## src/rtl/vector_capture_pkg.sv

```systemverilog
// Shared types and helpers for the vector_capture trace recorder.
package vector_capture_pkg;

    typedef enum logic [1:0] {
        IDLE    = 2'd0,
        CAPTURE = 2'd1,
        DRAIN   = 2'd2
    } vc_state_t;

    function automatic int vc_word_w(input int in_w, input int out_w);
        return in_w + out_w;
    endfunction

endpackage

```

## src/rtl/vector_capture_if.sv

```systemverilog
// Capture control, DUT-vector taps and drain port of vector_capture.
interface vector_capture_if
    import vector_capture_pkg::*;
#(
    parameter int IN_W  = 8,
    parameter int OUT_W = 8,
    parameter int DEPTH = 16
);
    localparam int WW = vc_word_w(IN_W, OUT_W);
    localparam int CW = $clog2(DEPTH + 1);

    logic             start;
    logic             stop;
    logic [IN_W-1:0]  in_vec;
    logic [OUT_W-1:0] out_vec;
    logic             rd_valid;
    logic             rd_ready;
    logic [WW-1:0]    rd_data;
    logic [CW-1:0]    count;
    logic             busy;
    logic             full;

    modport master (
        output start, stop, in_vec, out_vec, rd_ready,
        input  rd_valid, rd_data, count, busy, full
    );

    modport slave (
        input  start, stop, in_vec, out_vec, rd_ready,
        output rd_valid, rd_data, count, busy, full
    );

endinterface

```

## src/rtl/vector_capture_buffer_ram.sv

```systemverilog
// Simple dual-port capture storage: synchronous write, registered read, no reset on storage.
module vc_buffer_ram #(
    parameter int DEPTH = 16,
    parameter int W     = 16
) (
    input  logic                     clk,
    input  logic                     we_i,
    input  logic [$clog2(DEPTH)-1:0] waddr_i,
    input  logic [W-1:0]             wdata_i,
    input  logic [$clog2(DEPTH)-1:0] raddr_i,
    output logic [W-1:0]             rdata_o
);

    logic [W-1:0] mem_q [DEPTH];

    // Storage write port and registered read port.
    always_ff @(posedge clk) begin
        if (we_i) begin
            mem_q[waddr_i] <= wdata_i;
        end
        rdata_o <= mem_q[raddr_i];
    end

endmodule

```

## src/rtl/vector_capture.sv

```systemverilog
// Trace recorder: captures {in_vec,out_vec} per clock, then drains FWFT over valid/ready.
// Optional build macro VECTOR_CAPTURE_CHANGE_ONLY_EN stores only words that differ from the previous one.
module vector_capture
    import vector_capture_pkg::*;
#(
    parameter int IN_W  = 8,
    parameter int OUT_W = 8,
    parameter int DEPTH = 16
) (
    input  logic              clk,
    input  logic              reset,
    vector_capture_if.slave   vc
);

    localparam int WW = vc_word_w(IN_W, OUT_W);
    localparam int AW = $clog2(DEPTH);
    localparam int CW = $clog2(DEPTH + 1);

    vc_state_t     state_q, state_d;
    logic [AW-1:0] wr_ptr_q, wr_ptr_d;
    logic [AW-1:0] rd_ptr_q, rd_ptr_d;
    logic [CW-1:0] count_q, count_d;
    logic          rd_valid_q, rd_valid_d;
    logic [WW-1:0] rd_data_q, rd_data_d;
    logic          busy_q;
    logic          full_q;
    logic [WW-1:0] word_s;
    logic [WW-1:0] ram_q;
    logic          keep_s;
    logic          wr_en_s;
    logic          xfer_s;

    assign word_s = {vc.in_vec, vc.out_vec};
    assign xfer_s = rd_valid_q && vc.rd_ready;

`ifdef VECTOR_CAPTURE_CHANGE_ONLY_EN
    logic [WW-1:0] last_q;

    // Remember the most recently stored word for change detection.
    always_ff @(posedge clk or negedge reset) begin
        if (!reset) begin
            last_q <= '0;
        end else if (wr_en_s) begin
            last_q <= word_s;
        end else begin
            last_q <= last_q;
        end
    end

    assign keep_s = (count_q == CW'(0)) || (word_s != last_q);
`else
    assign keep_s = 1'b1;
`endif

    // rd_ptr names the next word to load into the output register, so the
    // RAM is addressed with its next value to have that word ready a cycle early.
    vc_buffer_ram #(
        .DEPTH (DEPTH),
        .W     (WW)
    ) u_ram (
        .clk     (clk),
        .we_i    (wr_en_s),
        .waddr_i (wr_ptr_q),
        .wdata_i (word_s),
        .raddr_i (rd_ptr_d),
        .rdata_o (ram_q)
    );

    // Next-state, pointer, count and output-register decode.
    always_comb begin
        state_d    = state_q;
        wr_ptr_d   = wr_ptr_q;
        rd_ptr_d   = rd_ptr_q;
        count_d    = count_q;
        rd_valid_d = rd_valid_q;
        rd_data_d  = rd_data_q;
        wr_en_s    = 1'b0;
        case (state_q)
            IDLE: begin
                if (vc.start) begin
                    state_d  = CAPTURE;
                    wr_ptr_d = '0;
                    rd_ptr_d = '0;
                    count_d  = '0;
                end else begin
                    state_d = IDLE;
                end
            end
            CAPTURE: begin
                if (vc.stop) begin
                    state_d = (count_q != CW'(0)) ? DRAIN : IDLE;
                end else if (keep_s) begin
                    wr_en_s  = 1'b1;
                    wr_ptr_d = wr_ptr_q + AW'(1);
                    count_d  = count_q + CW'(1);
                    if (count_q == CW'(DEPTH - 1)) begin
                        state_d = DRAIN;
                    end else begin
                        state_d = CAPTURE;
                    end
                end else begin
                    state_d = CAPTURE;
                end
            end
            DRAIN: begin
                if (xfer_s) begin
                    count_d = count_q - CW'(1);
                    if (count_q == CW'(1)) begin
                        state_d    = IDLE;
                        rd_valid_d = 1'b0;
                    end else begin
                        rd_data_d = ram_q;
                        rd_ptr_d  = rd_ptr_q + AW'(1);
                    end
                end else if (!rd_valid_q) begin
                    rd_valid_d = 1'b1;
                    rd_data_d  = ram_q;
                    rd_ptr_d   = rd_ptr_q + AW'(1);
                end else begin
                    rd_valid_d = 1'b1;
                end
            end
            default: begin
                state_d = IDLE;
            end
        endcase
    end

    // State, pointer, count and registered status outputs.
    always_ff @(posedge clk or negedge reset) begin
        if (!reset) begin
            state_q    <= IDLE;
            wr_ptr_q   <= '0;
            rd_ptr_q   <= '0;
            count_q    <= '0;
            rd_valid_q <= 1'b0;
            rd_data_q  <= '0;
            busy_q     <= 1'b0;
            full_q     <= 1'b0;
        end else begin
            state_q    <= state_d;
            wr_ptr_q   <= wr_ptr_d;
            rd_ptr_q   <= rd_ptr_d;
            count_q    <= count_d;
            rd_valid_q <= rd_valid_d;
            rd_data_q  <= rd_data_d;
            busy_q     <= (state_d != IDLE);
            full_q     <= (count_d == CW'(DEPTH));
        end
    end

    assign vc.rd_valid = rd_valid_q;
    assign vc.rd_data  = rd_data_q;
    assign vc.count    = count_q;
    assign vc.busy     = busy_q;
    assign vc.full     = full_q;

endmodule
```

## src/flat_wrapper.sv

```systemverilog
// flat-port wrapper written by rule: the top's interface ports become plain ports
module vector_capture_flat import vector_capture_pkg::*;
#(
    parameter int IN_W  = 8,
    parameter int OUT_W = 8,
    parameter int DEPTH = 16
)
  (clk, reset, vc_start, vc_stop, vc_in_vec, vc_out_vec, vc_rd_ready, vc_rd_valid, vc_rd_data, vc_count, vc_busy, vc_full);
  vector_capture_if #(.IN_W(IN_W), .OUT_W(OUT_W), .DEPTH(DEPTH)) vc_i ();
  input  logic clk;
  input  logic reset;
  input wire logic [$bits(vc_i.start)-1:0] vc_start;
  input wire logic [$bits(vc_i.stop)-1:0] vc_stop;
  input wire logic [$bits(vc_i.in_vec)-1:0] vc_in_vec;
  input wire logic [$bits(vc_i.out_vec)-1:0] vc_out_vec;
  input wire logic [$bits(vc_i.rd_ready)-1:0] vc_rd_ready;
  output wire logic [$bits(vc_i.rd_valid)-1:0] vc_rd_valid;
  output wire logic [$bits(vc_i.rd_data)-1:0] vc_rd_data;
  output wire logic [$bits(vc_i.count)-1:0] vc_count;
  output wire logic [$bits(vc_i.busy)-1:0] vc_busy;
  output wire logic [$bits(vc_i.full)-1:0] vc_full;
  assign vc_i.start = vc_start;
  assign vc_i.stop = vc_stop;
  assign vc_i.in_vec = vc_in_vec;
  assign vc_i.out_vec = vc_out_vec;
  assign vc_i.rd_ready = vc_rd_ready;
  assign vc_rd_valid = vc_i.rd_valid;
  assign vc_rd_data = vc_i.rd_data;
  assign vc_count = vc_i.count;
  assign vc_busy = vc_i.busy;
  assign vc_full = vc_i.full;
  vector_capture #(.IN_W(IN_W), .OUT_W(OUT_W), .DEPTH(DEPTH)) u_core (.clk(clk), .reset(reset), .vc(vc_i));
endmodule
```

## config.mk

```make
export PLATFORM = sky130hd
export DESIGN_NAME = vector_capture_flat
export DESIGN_NICKNAME = d
export VERILOG_FILES = /design/src/rtl/vector_capture_pkg.sv /design/src/rtl/vector_capture_if.sv /design/src/rtl/vector_capture_buffer_ram.sv /design/src/rtl/vector_capture.sv /design/src/flat_wrapper.sv
export SDC_FILE = /design/constraint.sdc
export NUM_CORES = 1
export LEC_CHECK = 0
export ABC_CLOCK_PERIOD_IN_PS = 3700
export CORE_AREA = 2 2 142 200
export CTS_BUF_LIST = sky130_fd_sc_hd__clkbuf_4
export DETAILED_ROUTE_END_ITERATION = 12
export DIE_AREA = 0 0 144 202
export HOLD_SLACK_MARGIN = 0.1
export SYNTH_ARGS = -nofsm -noshare
export SYNTH_HDL_FRONTEND = slang
export SYNTH_SLANG_ARGS = --single-unit
```

## constraint.sdc

```tcl
create_clock -name clk -period 3.7 [get_ports clk]
set_input_delay 0.555 -clock clk [delete_from_list [all_inputs] [get_ports clk]]
set_output_delay 0.555 -clock clk [all_outputs]
set_load 0.005 [all_outputs]
```

==> qor.yml <==
sta:
  setup-tns-final_ns: 0
  slew_headroom_pct: 35.6
  setup_violations: 0
  hold_ws_ns: 0.466
  clock_skew_ns: 0.0357
  worstMarginPinSlew_ns: 0.962
  slew_viol_final: 0
  fin_crit_ns: 2.95
  fmax_mhz: 339
  rsz0062_at_grt: "false"
  setup_slack_ns: 0.747
  final_hold_viol_count: 0
  post-route-period-util_pct: 79.8
routing:
  dr.first_iter.drc_count: 506
  num_vias: 7564
  ant_nets: 0
  firstDrtPassIters: 7
  wl_mm: 27.7
  viasPerCell: 5.43
  wl_per_cell_um: 19.9
  route.detailed.drc: 0
power:
  pwr-share-seq_pct: 41.7
  swShare_pct: 32.7
  pwr-share-comb_pct: 31.8
  power_leakage_nw: 4.89
  pwr-share-clk_pct: 26.5
  p_int_w: 0.00692
  irDropWorstVdd_uv: 388
  p_sw_w: 0.00337
  powerDensity_nw_per_um2: 734
layout:
  synthToLayoutAreaGrowth_pct: 15.3
  drive_gt1_share_pct: 17.8
  instances_no_fill: 1392
  nets: 994
  fillers: 2367
worst_setup_path:
  worst_ep_required_time_ns: 4.27
  cp_slowest_cell: "nor2_1"
  setup.worst_path.start_class: "flop"
  cp.arrival_ns: 3.52
  critical-path-top-delay-family: "simple AND/OR/NAND/NOR gates"
  path_class: "flop to flop"
  endpoint_kind: "flop"
  crit_buf_inv: 1
  path_cells: "or3b_1 -> o21a_1 -> nor3b_1 -> o21ai_2 -> nor2_1 -> buf_4 -> a22oi_1 -> o221ai_1"
  worst_path_largest_cell_delay_ns: 0.74
  crit_path_max_fanout: 17
global_routing:
  grt_use_total_pct: 19.6
  overflow: 0
  grt_pass1_wl_mm: 42.7
  grt_pass1_vias: 7477
  grt_max_degree: 90
  antenna_found_initial: 1
synth:
  synth_area_um2: 12100
  synthFlopType: "edfxtp_1"
  syn_nets: 890
  synth_warnings: 0
  synth_cell_types: 57
  synthCells: 860
  ys_seq_area_share_pct: 72.9
  avgSynthCellArea_um2: 14.1
  async_flop_share_pct: 11.1
  yosysTopAreaCell: "edfxtp_1"
  synth_top_area_share_pct: 63.3
  synth_area_leaders: "edfxtp_1 (63%), dfrtp_1 (7.0%), nand2_1 (6.2%)"
  synth_edf_count: 256
  synth-seq-cells: 306
cts:
  clk_path_buf_depth: 3
  cts_buffers: 70
  cts_resized: 0
  holdBufCountCts: 1
  numClockSinks: 306
  insertion_delay_ns: 0.68
  path_clk_slew_ns: 0.07
  root_buffer: "clkbuf_4"
  cts_setup_buffers: 0
  cts_tree: "done"
  h-tree-depth: 3
floorplan:
  dieArea_um2: 29100
  start_util_pct: 44.5
  dieWidth_um: 144
  io_pins: 45
  fp.coreArea_um2: 27300
  die_h_um: 202
  rows: 72
status:
  status: "finished, final reports clean"
place:
  dpl.cell_count: 1261
  place.gp.congestion: 0.766
  place_hpwl_mm: 15.9
  port-buffer-count: 44
  place_worst_setup_slack_ns: 0.452
hold_path:
  hold_path.class: "flop to flop"
run:
  maxCapViolCount: 0
[final timing paths]
check                                   startpoint                 endpoint  slack [ns]  cells after the start
min reg2reg                u_core.u_ram.rdata_o[6]     u_core.vc.rd_data[6]        0.47                      1
max in group asynchronous                    reset       u_core.rd_ptr_q[0]        2.59                      2
min                        u_core.u_ram.rdata_o[6]     u_core.vc.rd_data[6]        0.47                      1
max                              u_core.state_q[0]  u_core.u_ram.rdata_o[5]        0.75                      8
max reg2reg                      u_core.state_q[0]  u_core.u_ram.rdata_o[5]        0.75                      8
min in group asynchronous                    reset     u_core.vc.rd_data[0]        0.54                      2
[worst register-to-register path: cells and delay by family, from the launching register on]
| family | cells | cell delay [ns] |
|---|---|---|
| compound gates | 4 | 0.49 |
| flops | 1 | 0.56 |
| buf+inv | 1 | 0.33 |
| simple gates | 3 | 1.50 |
[registers in the layout, indices dropped and copies added, names as in the netlist]
register              count
u_core.u_ram.rdata_o     16
u_core.rd_ptr_q           4
u_core.vc.full            1
u_core.vc.rd_data        16
u_core.wr_ptr_q           4
u_core.vc.count           5
u_core.u_ram.mem_q      256
u_core.vc.busy            1
u_core.vc.rd_valid        1
u_core.state_q            2
[cells by family after synthesis]
family,share of synthesized area [%]
AO/OA/AOI/OAI,11.3
XOR/XNOR,0.288
adder cells (fa/ha/maj),0.927
buffers and inverters,3.09
flip-flops,72.9
multiplexers,1.65
AND/OR/NAND/NOR,9.86
[cells in the mapped netlist, drive strengths merged (7+ instances only)]
| cell | instances |
|---|---|
| nand2 | 202 |
| nor3 | 7 |
| a22oi | 17 |
| nor2 | 15 |
| a32oi | 31 |
| ha | 9 |
| a32o | 30 |
| dfxtp | 16 |
| edfxtp | 256 |
| dfrtp | 34 |
| o21ai | 9 |
| inv | 10 |
| a21oi | 70 |
| buf | 45 |
| o221ai | 16 |
| clkbuf | 8 |
| mux2 | 16 |
| nand3 | 7 |
| and2 | 17 |
[power groups by stage]
stage                     sequential [W]  clock [W]  combinational (W)
final                            0.00429    0.00272            0.00327
after global routing             0.00433    0.00298            0.00363
after CTS                        0.00429    0.00281            0.00332
after detailed placement         0.00436          0            0.00330
after global placement           0.00436          0            0.00328
after floorplan                  0.00427          0            0.00242
[cell usage in the layout (no fill, tap or decap), drive strengths merged, types with 13 or more instances in the layout]
cell type | netlist | layout
nand2 | 202 | 202
clkinv | 0 | 19
mux2 | 16 | 16
dfxtp | 16 | 16
clkbuf | 8 | 105
a21oi | 70 | 70
edfxtp | 256 | 256
buf | 45 | 41
a32o | 30 | 30
a32oi | 31 | 31
o221ai | 16 | 16
dfrtp | 34 | 34
clkdlybuf4s50 | 0 | 43
inv | 10 | 13
nor2 | 15 | 15
and2 | 17 | 17
a22oi | 17 | 17
[final cells by class]
type	count	area (µm²)	share of cell area, %
Timing Repair Buffer	85	783	5.59
Inverter	10	38.8	0.277
Multi-Input combinational cell	491	2920	20.9
Clock inverter	24	149	1.06
Sequential cell	306	8860	63.2
Antenna cell	1	2.50	0.0179
Tap cell	370	463	3.31
Clock buffer	105	788	5.63
[through the flow]
stage | util (%) | instance area, µm² | power (W)
floorplan | - | 12100 | 0.00669
global placement | 47.8 | 13100 | 0.00764
detailed placement | 47.8 | 13100 | 0.00767
CTS | 51.3 | 14000 | 0.0104
global route | 51.3 | 14000 | 0.0109
finish | 51.3 | 14000 | 0.0103
[layer usage]
metal | track usage, % | vias up | share of wire (%)
li1 | - | 3522 | -
met1 | 26.2 | 3798 | 43
met2 | 31.7 | 204 | 51
met3 | 3.91 | 40 | 4.6
met4 | 7.32 | 0 | 1.8
met5 | 0 | - | 0
(Power assumes the default switching activity.)
